## src/rtl/le_merge_arb_pkg.sv

```systemverilog
// rtl/le_merge_arb_pkg.sv - token types and arbiter state encoding for the Link Element merge arbiter
package le_merge_arb_pkg;

  localparam int FTK_DW = 8;

  typedef struct packed {
    logic              v;
    logic              r;
    logic [FTK_DW-1:0] d;
  } FTk_t;

  typedef struct packed {
    logic n;
    logic t;
    logic v;
    logic c;
  } BTk_t;

  typedef enum logic [1:0] {
    ARB_IDLE = 2'd0,
    ARB_GNT0 = 2'd1,
    ARB_GNT1 = 2'd2
  } arb_st_t;

  // Back-prop seen by a requesting source that does not own the link
  localparam BTk_t BTK_NACK = '{n: 1'b1, t: 1'b0, v: 1'b0, c: 1'b0};

endpackage

```

## src/rtl/le_rr_pick2.sv

```systemverilog
// rtl/le_rr_pick2.sv - combinational two-way round-robin pick
module le_rr_pick2 (
  input  logic [1:0] req,
  input  logic       last,
  output logic [1:0] gnt
);

  // A single requester wins outright; a tie goes to the input not served last
  always_comb begin
    gnt = req;
    if (req == 2'b11) gnt = last ? 2'b01 : 2'b10;
  end

endmodule

```

## src/rtl/le_merge_arb.sv

```systemverilog
// rtl/le_merge_arb.sv - message-atomic two-input merge arbiter feeding the Link Element buffer
module le_merge_arb
  import le_merge_arb_pkg::*;
#(
  parameter int TIMEOUT   = 64,
  parameter int WIDTH_TO  = $clog2(TIMEOUT + 1),
  parameter bit PRIO_INIT = 1'b0
) (
  input  logic       clock,
  input  logic       reset,
  input  FTk_t       I_FTk0,
  output BTk_t       O_BTk0,
  input  FTk_t       I_FTk1,
  output BTk_t       O_BTk1,
  output FTk_t       O_FTk,
  input  BTk_t       I_BTk,
  output logic [1:0] O_Grant,
  output logic       O_Busy,
  output logic       O_Err
);

  localparam logic [WIDTH_TO-1:0] TO_LAST = WIDTH_TO'(TIMEOUT - 1);

  arb_st_t             state, state_nx;
  logic [WIDTH_TO-1:0] cnt, cnt_nx;
  logic                last, last_nx;
  logic                err, err_nx;
  FTk_t                r_ftk, r_ftk_nx;
  logic [1:0]          pick;
  logic [1:0]          win;
  logic                own;
  FTk_t                tok;

  le_rr_pick2 u_pick (
    .req  ({I_FTk1.v, I_FTk0.v}),
    .last (last),
    .gnt  (pick)
  );

  always_ff @(posedge clock) begin
    if (reset) begin
      state <= ARB_IDLE;
      cnt   <= '0;
      last  <= ~PRIO_INIT;
      err   <= 1'b0;
      r_ftk <= '0;
    end else begin
      state <= state_nx;
      cnt   <= cnt_nx;
      last  <= last_nx;
      err   <= err_nx;
      r_ftk <= r_ftk_nx;
    end
  end

  always_comb begin
    state_nx = state;
    cnt_nx   = cnt;
    last_nx  = last;
    err_nx   = err;
    r_ftk_nx = '0;
    win      = 2'b00;
    own      = 1'b0;
    tok      = '0;
    case (state)
      ARB_IDLE: begin
        win    = pick;
        own    = pick[1];
        tok    = pick[1] ? I_FTk1 : I_FTk0;
        cnt_nx = '0;
        if ((pick != 2'b00) && !I_BTk.n) begin
          r_ftk_nx = tok;
          if (tok.r) last_nx  = own;
          else       state_nx = own ? ARB_GNT1 : ARB_GNT0;
        end
      end
      ARB_GNT0, ARB_GNT1: begin
        own = (state == ARB_GNT1);
        win = own ? 2'b10 : 2'b01;
        tok = own ? I_FTk1 : I_FTk0;
        // Nack cycles neither accept nor count toward the idle timeout
        if (!I_BTk.n) begin
          if (tok.v) begin
            r_ftk_nx = tok;
            cnt_nx   = '0;
            if (tok.r) begin
              state_nx = ARB_IDLE;
              last_nx  = own;
            end
          end else if (cnt == TO_LAST) begin
            state_nx = ARB_IDLE;
            err_nx   = 1'b1;
            last_nx  = own;
            cnt_nx   = '0;
          end else begin
            cnt_nx = cnt + WIDTH_TO'(1);
          end
        end
      end
      default: state_nx = ARB_IDLE;
    endcase
  end

  always_comb begin
    O_BTk0 = '0;
    O_BTk1 = '0;
    if (win[0])        O_BTk0 = I_BTk;
    else if (I_FTk0.v) O_BTk0 = BTK_NACK;
    if (win[1])        O_BTk1 = I_BTk;
    else if (I_FTk1.v) O_BTk1 = BTK_NACK;
  end

  assign O_FTk   = r_ftk;
  assign O_Grant = {state == ARB_GNT1, state == ARB_GNT0};
  assign O_Busy  = (state != ARB_IDLE);
  assign O_Err   = err;

endmodule
```

## config.mk

```make
export PLATFORM = sky130hd
export DESIGN_NAME = le_merge_arb
export DESIGN_NICKNAME = d
export VERILOG_FILES = /design/src/rtl/le_merge_arb_pkg.sv /design/src/rtl/le_rr_pick2.sv /design/src/rtl/le_merge_arb.sv
export SDC_FILE = /design/constraint.sdc
export NUM_CORES = 1
export LEC_CHECK = 0
export ABC_AREA = 1
export BUFFER_PORTS_ARGS = -buffer_cell sky130_fd_sc_hd__clkbuf_2
export CAP_MARGIN = 10
export CORE_ASPECT_RATIO = 1.4
export CORE_MARGIN = 10
export CORE_UTILIZATION = 50
export DETAILED_ROUTE_END_ITERATION = 8
export GPL_TIMING_DRIVEN = 0
export PLACE_DENSITY = 0.8
export SYNTH_ARGS = -nofsm -noshare
export SYNTH_HDL_FRONTEND = slang
export SYNTH_SLANG_ARGS = --single-unit
```

## constraint.sdc

```tcl
create_clock -name clock -period 2.4 [get_ports clock]
set_clock_uncertainty 0.05 [all_clocks]
set_input_delay 0.48 -clock clock [delete_from_list [all_inputs] [get_ports clock]]
set_output_delay 0.48 -clock clock [all_outputs]
set_load 0.05 [all_outputs]
```

==> metrics.md, run 1 <==
| Metric | Value |
|---|---|
| Max rail drop VDD | `0.853 mV` |
| Leak | `0.882 nW` |
| Most frequent cells in the layout | `39 x nand2_1, 39 x clkbuf_2, 28 x inv_1` |
| DR iter-0 viols | `27` |
| Async SR Flop Fraction | `0%` |
| Final Instance Area | `1780 um2` |
| Avg Vias per Cell | `4.99` |
| Post-Syn Instances | `209` |
| CTS tree | `yes` |
| Final Cycle Share | `94.7%` |
| Fill count | `259` |
| Total Wirelength | `3.69 mm` |
| Initial antenna violation count | `0` |
| Final Hold Viols | `0` |
| Status | `complete, no violations` |
| Setup violations, final | `0` |
| Core area | `2640 um2` |
| Overall power | `1.98 mW` |
| Gr ovfl total | `0` |
| Cell Rows | `22` |
| Die X | `64.7 um` |
| Max-Cap Viols | `0` |
| Reg2Reg Depth | `8` |
| IO buf count | `47` |
| Antenna-violating nets left | `0` |
| Clock sink total | `21` |
| #FFs+latches synth | `21` |
| Worst-path clk slew | `0.13 ns` |
| Yosys warns | `0` |
| Die Height | `82.6 um` |
| CP startpoint kind | `register` |
| H-tree depth | `1` |
| Gr usage total | `14.2%` |
| Setup WS pre-CTS | `-0.0371 ns` |
| Gr busiest metal | `met2` |
| Final-report max-slew violation count | `0` |
| Worst Path Max Fanout | `7` |
| Hold WC Path Type | `input pin to register` |
| Starting Density | `52.9%` |
| Clock tree root buffer cell | `clkbuf_4` |
| Share of cells above drive strength 1 | `32.1%` |
| WHS | `0.327 ns` |
| Global-route wire length before repair | `6.27 mm` |
| Syn Nets | `241` |
| Worst relative slew slack | `73.0%` |
| Largest net degree at the start of global routing | `13` |
| Setup TNS | `0 ns` |
| Diode count | `0` |
| Met2 GRT Util | `27.9%` |
| PwrDens | `1110 nW/um2` |
| Placed instance count | `292` |
| Number of distinct library cells after synthesis | `29` |
| Netlist Area Pre-Place | `1400 um2` |
| Area Growth Syn to Fin | `27.0%` |
| CP arrival | `1.74 ns` |
| Min cycle time layout | `2.27 ns` |
| # DRC | `0` |
| Crit Path Class | `register to output port` |
| CP Capture Type | `output port` |
| Wire per inst | `12.4 um` |
| Via count | `1488` |
| Top FF cell, synth | `dfxtp_1` |
| Vias in the first global route | `1491` |
| Seq/Total Area, Yosys | `30.1%` |
| Ports | `48` |
| RSZ-0062 raised after global routing | `no` |
| Initial DRT Pass Iterations | `4` |
| M3 GR Usage | `3.77%` |
| Cts hold-fix bufs | `0` |
| Clk_lat worst skew | `0.32 ns` |
| Layout Cells excl Fill | `298` |
| Met1 Track Usage GR | `13.5%` |
| Final Util | `67.2%` |
| Nets@finish | `295` |
| Syn Area/Cell | `6.69 um2` |
| Hold depth | `2` |
| Placed instance area | `1690 um2` |
| Die area | `5340 um2` |
| EDFF count, synth | `0` |
| Slew @ Worst Pin | `0.405 ns` |
| Fmax | `0.440 GHz` |
| WP data required | `1.87 ns` |
| CTS max path bufs | `2` |
| CTS buffer count | `3` |
| DP HPWL | `2.89 mm` |
| Post-route setup slack | `0.127 ns` |
| GPL Wtd Cong | `0.867` |
## state kept, by name, indices dropped and copies added (netlist names)
name	flops
last	1
O_Err	1
cnt	7
state	2
O_FTk	10
## final timing paths
kind	startpoint	to	slack, ns
setup reg to reg	state[1]$_SDFFE_PP0P_	cnt[4]$_SDFFE_PP0P_	0.64
hold / removal	reset	O_Err$_SDFFE_PP0P_	0.33
setup / recovery	state[1]$_SDFFE_PP0P_	O_BTk1[3]	0.13
hold reg to reg	cnt[6]$_SDFFE_PP0P_	cnt[6]$_SDFFE_PP0P_	0.43
## cell usage after synthesis (2+ instances only)
| cell | n | share of area, % |
|---|---|---|
| buf_6 | 3 | 2.4 |
| nor2_1 | 25 | 6.7 |
| inv_1 | 30 | 8.1 |
| xor2_1 | 2 | 1.3 |
| o21ai_1 | 4 | 1.4 |
| o211ai_1 | 8 | 4.3 |
| nand3_1 | 12 | 4.3 |
| nor2_2 | 4 | 1.8 |
| ha_1 | 6 | 5.4 |
| dfxtp_1 | 21 | 30 |
| nand2_1 | 40 | 11 |
| o21ai_0 | 13 | 4.7 |
| o21ai_2 | 3 | 1.9 |
| a21oi_1 | 19 | 6.8 |
| nand2_2 | 5 | 2.2 |
## cell families after synthesis
kind of cell | after synthesis | share of synthesized area (%)
AO/OA/AOI/OAI | 50 | 20.6
flip-flops | 21 | 30.1
XOR/XNOR | 2 | 1.25
buffers and inverters | 36 | 11.3
adder cells (fa/ha/maj) | 6 | 5.37
AND/OR/NAND/NOR | 94 | 31.5
## worst max-delay path: stages (launching register included)
cell and delay [ns]:
dfxtp_2 0.42, inv_1 0.10, ha_4 0.19, inv_2 0.08, nor2_1 0.07, o21ai_2 0.22, nand2_1 0.09, o21ai_2 0.07
clkbuf_8 0.19
## report_power, final
| part | switching [mW] | leakage [nW] | internal (mW) |
|---|---|---|---|
| clock | 0.117 | 0.0177 | 0.0624 |
| sequential | 0.0432 | 0.172 | 0.405 |
| combinational | 0.929 | 0.692 | 0.423 |
## layer usage
layer	vias to the layer above	wire (um)
met4	0	95
met1	656	1440
met3	9	242
met5	-	0
li1	783	-
met2	40	1910
## final cells by class
class | count | area [um2] | area share (%)
clock buffers | 3 | 22.5 | 1.27
multi-input cells | 152 | 847 | 47.7
plain buffers | 4 | 37.5 | 2.11
flip-flops and latches | 21 | 423 | 23.8
repair buffers | 49 | 277 | 15.6
inverters | 32 | 120 | 6.76
well taps | 36 | 45.0 | 2.54
clock inverters | 1 | 5.00 | 0.282
## repair_timing
action / in CTS / in global routing
setup endpoints to repair: 8 / 8
cloned: 0 / 0
resized for setup: 13 / 6
buffers inserted: 2 / 0
pin swaps: 1 / 1
Note: power is estimated with default switching activity, not from simulation.
==> run 2, diff against run 1 <==
Settings changed: RECOVER_POWER from default to 100.
==> run 2 against run 1 <==
Net effect:
- worst setup slack worse by 0.012 ns
- critical endpoint is now O_BTk1[2]
- clock power about the same
- critical path type unchanged
- global-route usage is the same
- register-to-register slack lost 0.37 ns
==> metrics.md, run 2 (same netlist as run 1, synthesis figures left out) <==
| Metric | Value |
|---|---|
| CP startpoint kind | `register (unchanged)` |
| Setup violations, final | `0 (unchanged)` |
| RSZ-0062 raised after global routing | `no (unchanged)` |
| Commonest non-fill, non-tap cell in the layout | `nand2_1` |
| Worst Path Max Fanout | `7 (unchanged)` |
| CTS max path bufs | `2 (unchanged)` |
| Max rail drop VDD | `0.820 mV (was 0.853 mV)` |
| Avg Vias per Cell | `5.05 (was 4.99)` |
| Cts hold-fix bufs | `0 (unchanged)` |
| Internal | `0.829 mW (was 0.891 mW)` |
| Clock network power share | `9.5% (was 9.1%)` |
| Layout Cells excl Fill | `298 (unchanged)` |
| Slew @ Worst Pin | `0.616 ns (was 0.405 ns)` |
| Overall power | `1.90 mW (was 1.98 mW)` |
| Diode count | `0 (unchanged)` |
| Vias in the first global route | `1491 (unchanged)` |
| Die X | `64.7 um (unchanged)` |
| Final Hold Viols | `0 (unchanged)` |
| CP arrival | `1.75 ns (was 1.74 ns)` |
| Max-Cap Viols | `0 (unchanged)` |
| Crit Path Class | `register to output port (unchanged)` |
| Leak | `0.827 nW (was 0.882 nW)` |
| Placed instance count | `292 (unchanged)` |
| Sw frac | `56.3% (was 55.0%)` |
| Logic pwr share | `66.9% (was 68.3%)` |
| Min cycle time layout | `2.28 ns (was 2.27 ns)` |
| Area Growth Syn to Fin | `22.7% (was 27.0%)` |
| Most frequent cells in the layout | `39 x nand2_1, 28 x inv_1, 28 x clkbuf_2 (was 39 x nand2_1, 39 x clkbuf_2, 28 x inv_1)` |
| Die area | `5340 um2 (unchanged)` |
| GPL Wtd Cong | `0.867 (unchanged)` |
| DP HPWL | `2.89 mm (unchanged)` |
| Gr ovfl total | `0 (unchanged)` |
| Cell Rows | `22 (unchanged)` |
| Final Cycle Share | `95.2% (was 94.7%)` |
| Global-route wire length before repair | `6.27 mm (unchanged)` |
| CTS tree | `yes (unchanged)` |
| WP data required | `1.87 ns (about the same)` |
| PwrDens | `1100 nW/um2 (was 1110 nW/um2)` |
| Max reg flops | `10 (unchanged)` |
| Clock sink total | `21 (unchanged)` |
| Antenna-violating nets left | `0 (unchanged)` |
| Wire per inst | `12.5 um (was 12.4 um)` |
| Starting Density | `52.9% (unchanged)` |
| Nets@finish | `295 (unchanged)` |
| Total Wirelength | `3.72 mm (was 3.69 mm)` |
| Fmax | `0.438 GHz (was 0.440 GHz)` |
| Share of cells above drive strength 1 | `25.6% (was 32.1%)` |
| Gr usage total | `14.2% (unchanged)` |
| Clock tree root buffer cell | `clkbuf_4 (unchanged)` |
| H-tree depth | `1 (unchanged)` |
| Initial DRT Pass Iterations | `4 (unchanged)` |
| DR iter-0 viols | `42 (was 27)` |
| Worst-path clk slew | `0.13 ns (about the same)` |
| Die Height | `82.6 um (unchanged)` |
| Ports | `48 (unchanged)` |
| CP Capture Type | `output port (unchanged)` |
| Flop pwr share | `23.6% (was 22.6%)` |
| Status | `complete, no violations (unchanged)` |
| Core area | `2640 um2 (unchanged)` |
| Psw | `1.07 mW (was 1.09 mW)` |
| # DRC | `0 (unchanged)` |
| Largest net degree at the start of global routing | `13 (unchanged)` |
| IO buf count | `47 (unchanged)` |
| Via count | `1504 (was 1488)` |
| Clk_lat worst skew | `0.32 ns (about the same)` |
| Hold WC Path Type | `input pin to register (unchanged)` |
| Worst relative slew slack | `58.5% (was 73.0%)` |
| CTS buffer count | `3 (unchanged)` |
| Final-report max-slew violation count | `0 (unchanged)` |
| Initial antenna violation count | `0 (unchanged)` |
run 2: final cells by class:
| type | instances | area [um2] |
|---|---|---|
| fill | 275 | 926 |
| multi-input combinational | 152 | 827 |
| sequential | 21 | 423 |
| timing repair buffer | 49 | 243 |
| inverter | 32 | 120 |
| tap | 36 | 45.0 |
| buffer | 4 | 31.3 |
| clock buffer | 3 | 22.5 |
| clock inverter | 1 | 5.00 |
run 2: repair_timing:
item / 4_1_cts / 5_1_grt
endpoints found under the setup margin: 8 / 8
pin swaps: 1 / 1
buffers inserted: 2 / 0
gates resized for setup: 13 / 6
run 2: metrics by stage:
stage | setup slack [ns] | utilization [%] | cell area, um2 | setup TNS, ns | hold slack, ns
2_1_floorplan | -0.124 | - | 1410 | -0.741 | 0.369
3_3_place_gp | -0.0416 | 63.8 | 1690 | -0.0416 | 0.387
3_5_place_dp | -0.0371 | 63.8 | 1690 | -0.0371 | 0.408
4_1_cts | 0.0141 | 66.7 | 1760 | 0 | 0.332
5_1_grt | 0.0165 | 65.0 | 1720 | 0 | 0.333
6_report | 0.115 | 65.0 | 1720 | 0 | 0.329
run 2: worst paths after layout:
check	start	end	slack, ns	cells after the start
setup / recovery	state[1]$_SDFFE_PP0P_	O_BTk1[2]	0.12	7
hold / removal	reset	O_Err$_SDFFE_PP0P_	0.33	2
setup reg to reg	state[1]$_SDFFE_PP0P_	cnt[2]$_SDFFE_PP0P_	0.27	6
hold reg to reg	cnt[6]$_SDFFE_PP0P_	cnt[6]$_SDFFE_PP0P_	0.42	2
run 2: worst max-delay path, cell delays in order (launching register included):
cell and delay (ns):
dfxtp_2 0.38, inv_1 0.11, ha_4 0.17, inv_2 0.05
nor2_1 0.19, o21ai_2 0.12, nor2_1 0.12, buf_2 0.29
run 2: routing by layer:
layer	track usage (%)	up-vias	wire length [um]
li1	-	785	-
met1	13.5	670	1480
met2	27.9	40	1920
met3	3.77	9	232
met4	6.44	0	93
met5	0	-	0
run 2: power by group through the flow:
| stage | logic [mW] | registers (mW) | clock network, mW |
|---|---|---|---|
| floorplan | 0.917 | 0.527 | 0 |
| global placement | 1.24 | 0.449 | 0 |
| detailed placement | 1.24 | 0.451 | 0 |
| CTS | 1.32 | 0.447 | 0.187 |
| global route | 1.39 | 0.456 | 0.198 |
| finish | 1.27 | 0.448 | 0.180 |
==> run 3, diff against run 2 <==
Settings changed: SETUP_SLACK_MARGIN from default to 0.15.
==> run 3 against run 2 <==
Net effect:
- die area unchanged
- final area up 12%
- first-iteration DRC count up 38%
- maximum frequency down 0.62%
- combinational power up 28%
==> metrics.md, run 3 (same netlist as run 1, synthesis figures left out) <==
| Metric | Value |
|---|---|
| Max layer used | `met4 (unchanged)` |
| Min cycle time layout | `2.30 ns (was 2.28 ns)` |
| CP top delay family | `buffers and inverters (unchanged)` |
| Crit path buf inv count | `4 (was 3)` |
| Max-Cap Viols | `0 (unchanged)` |
| Status | `complete, no violations (unchanged)` |
| Hold depth | `2 (unchanged)` |
| Endpoint, Worst Hold | `cnt[1]$_SDFFE_PP0P_ (was O_Err$_SDFFE_PP0P_)` |
| Ports | `48 (unchanged)` |
| Starting Density | `52.9% (unchanged)` |
| Die Height | `82.6 um (unchanged)` |
| DP HPWL | `3.01 mm (was 2.89 mm)` |
| Initial antenna violation count | `0 (unchanged)` |
| Total Wirelength | `4.11 mm (was 3.72 mm)` |
| Routed length on met3 | `291 um (was 232 um)` |
| RSZ-0062 raised after global routing | `yes (was no)` |
| Leak | `0.894 nW (was 0.827 nW)` |
| Vias in the first global route | `1578 (was 1491)` |
| Cell with the largest stage delay on the worst path | `dfxtp_1 (was dfxtp_2)` |
| Crit Path Class | `register to output port (unchanged)` |
| Final Hold Viols | `0 (unchanged)` |
| Area Growth Syn to Fin | `37.7% (was 22.7%)` |
| R2R Setup Slk | `0.34 ns (was 0.27 ns)` |
| Clock sink total | `21 (unchanged)` |
| Slew @ Worst Pin | `0.619 ns (was 0.616 ns)` |
| Setup violations, final | `0 (unchanged)` |
| Global-route wire length before repair | `6.73 mm (was 6.27 mm)` |
| Gr usage total | `15.4% (was 14.2%)` |
| Reg2Reg Depth | `9 (was 6)` |
| Max stage delay on crit path | `0.37 ns (was 0.38 ns)` |
| Worst-path clk slew | `0.14 ns (was 0.13 ns)` |
| WP data required | `1.87 ns (about the same)` |
| Most used cell, CP | `o21ai_4 (was nor2_1)` |
| CTS buffer count | `3 (unchanged)` |
| Antenna-violating nets left | `0 (unchanged)` |
| Hold WC Path Type | `input pin to register (unchanged)` |
| Clk_lat worst skew | `0.32 ns (about the same)` |
| Share of cells above drive strength 1 | `31.7% (was 25.6%)` |
| Largest net degree at the start of global routing | `13 (unchanged)` |
| Wire per inst | `13.4 um (was 12.5 um)` |
| WHS | `0.332 ns (was 0.329 ns)` |
| FF-to-FF Start | `state[0]$_SDFFE_PP0P_ (was state[1]$_SDFFE_PP0P_)` |
| M1 WL | `1.54 mm (was 1.48 mm)` |
| CP arrival | `1.77 ns (was 1.75 ns)` |
| Initial DRT Pass Iterations | `4 (unchanged)` |
| Layout Cells excl Fill | `307 (was 298)` |
| Setup TNS | `0 ns (unchanged)` |
| DR iter-0 viols | `58 (was 42)` |
| Core area | `2640 um2 (unchanged)` |
| Worst Path Max Fanout | `4 (was 7)` |
| Max rail drop VDD | `0.976 mV (was 0.820 mV)` |
| Nets@finish | `304 (was 295)` |
| PwrDens | `1170 nW/um2 (was 1100 nW/um2)` |
| Placed instance area | `1790 um2 (was 1690 um2)` |
| Gr ovfl total | `0 (unchanged)` |
| Worst relative slew slack | `58.3% (was 58.5%)` |
| Final Instance Area | `1930 um2 (was 1720 um2)` |
| Avg Vias per Cell | `5.19 (was 5.05)` |
| GPL Wtd Cong | `0.801 (was 0.867)` |
| Met2 WL | `2.13 mm (was 1.92 mm)` |
| Fmax | `0.435 GHz (was 0.438 GHz)` |
| # DRC | `0 (unchanged)` |
| CTS max path bufs | `2 (unchanged)` |
| IO buf count | `47 (unchanged)` |
| CP Capture Type | `output port (unchanged)` |
| Die area | `5340 um2 (unchanged)` |
| Commonest non-fill, non-tap cell in the layout | `nand2_1 (unchanged)` |
| Most frequent cells in the layout | `39 x nand2_1, 30 x clkbuf_2, 27 x inv_1 (was 39 x nand2_1, 28 x inv_1, 28 x clkbuf_2)` |
| Via count | `1594 (was 1504)` |
| Diode count | `0 (unchanged)` |
| Die X | `64.7 um (unchanged)` |
| Clock tree root buffer cell | `clkbuf_4 (unchanged)` |
| Critical path cell sequence | `inv_4 -> ha_4 -> clkinvlp_4 -> nor2_4 -> o21ai_4 -> buf_6 -> o21ai_4 -> clkbuf_4 (was inv_1 -> ha_4 -> inv_2 -> nor2_1 -> o21ai_2 -> nor2_1 -> buf_2)` |
| Final-report max-slew violation count | `0 (unchanged)` |
| Worst reg2reg endpoint | `cnt[5]$_SDFFE_PP0P_ (was cnt[2]$_SDFFE_PP0P_)` |
| Placed instance count | `292 (unchanged)` |
| Final Cycle Share | `95.8% (was 95.2%)` |
| Max reg flops | `10 (unchanged)` |
| Startpoint of the worst hold path | `reset (unchanged)` |
| Final Util | `72.9% (was 65.0%)` |
| H-tree depth | `1 (unchanged)` |
| CTS tree | `yes (unchanged)` |
| CP startpoint kind | `register (unchanged)` |
| Cell Rows | `22 (unchanged)` |
[run 3: stage by stage]
stage,setup WS [ns],power (mW)
floorplan,0.158,1.59
global route,0.0589,2.39
detailed placement,0.0475,1.86
global placement,0.0404,1.84
CTS,0.153,2.20
finish,0.101,2.25
[run 3: worst max path at each step]
stage                               start        end  slack [ns]  cells past startpoint
finish              state[0]$_SDFFE_PP0P_  O_BTk1[3]        0.10                      8
global route        state[0]$_SDFFE_PP0P_  O_BTk1[3]        0.06                      8
CTS                 state[1]$_SDFFE_PP0P_  O_BTk1[0]        0.15                      8
detailed placement  state[1]$_SDFFE_PP0P_  O_BTk1[3]        0.05                      8
global placement    state[1]$_SDFFE_PP0P_  O_BTk1[3]        0.04                      8
floorplan           state[1]$_SDFFE_PP0P_  O_BTk0[3]        0.16                      6
[run 3: what timing repair did]
action                     in CTS  in global routing
resized for setup              14                 21
setup endpoints to repair       8                  8
pin swaps                       3                  5
buffers inserted                9                  2
hold buffers                    0                  0
[run 3: final cells by class]
| class | instances | area (um2) |
|---|---|---|
| buffer | 4 | 37.5 |
| clock buffer | 3 | 22.5 |
| clock inverter | 1 | 5.00 |
| fill | 235 | 716 |
| inverter | 32 | 129 |
| multi-input combinational | 152 | 922 |
| sequential | 21 | 424 |
| tap | 36 | 45.0 |
| timing repair buffer | 58 | 342 |
[run 3: metal layers]
metal  vias up  global-route usage [%]
met4         0                    8.15
met5         -                       0
met1       723                    13.7
met2        53                    30.4
met3        17                    4.31
li1        801                       -
[run 3: where the power goes]
| group | internal (mW) | total [mW] | leakage, nW | switching, mW |
|---|---|---|---|---|
| clock | 0.0625 | 0.183 | 0.0177 | 0.121 |
| combinational | 0.559 | 1.63 | 0.705 | 1.07 |
| sequential | 0.406 | 0.442 | 0.172 | 0.0362 |
| total | 1.03 | 2.25 | 0.894 | 1.22 |
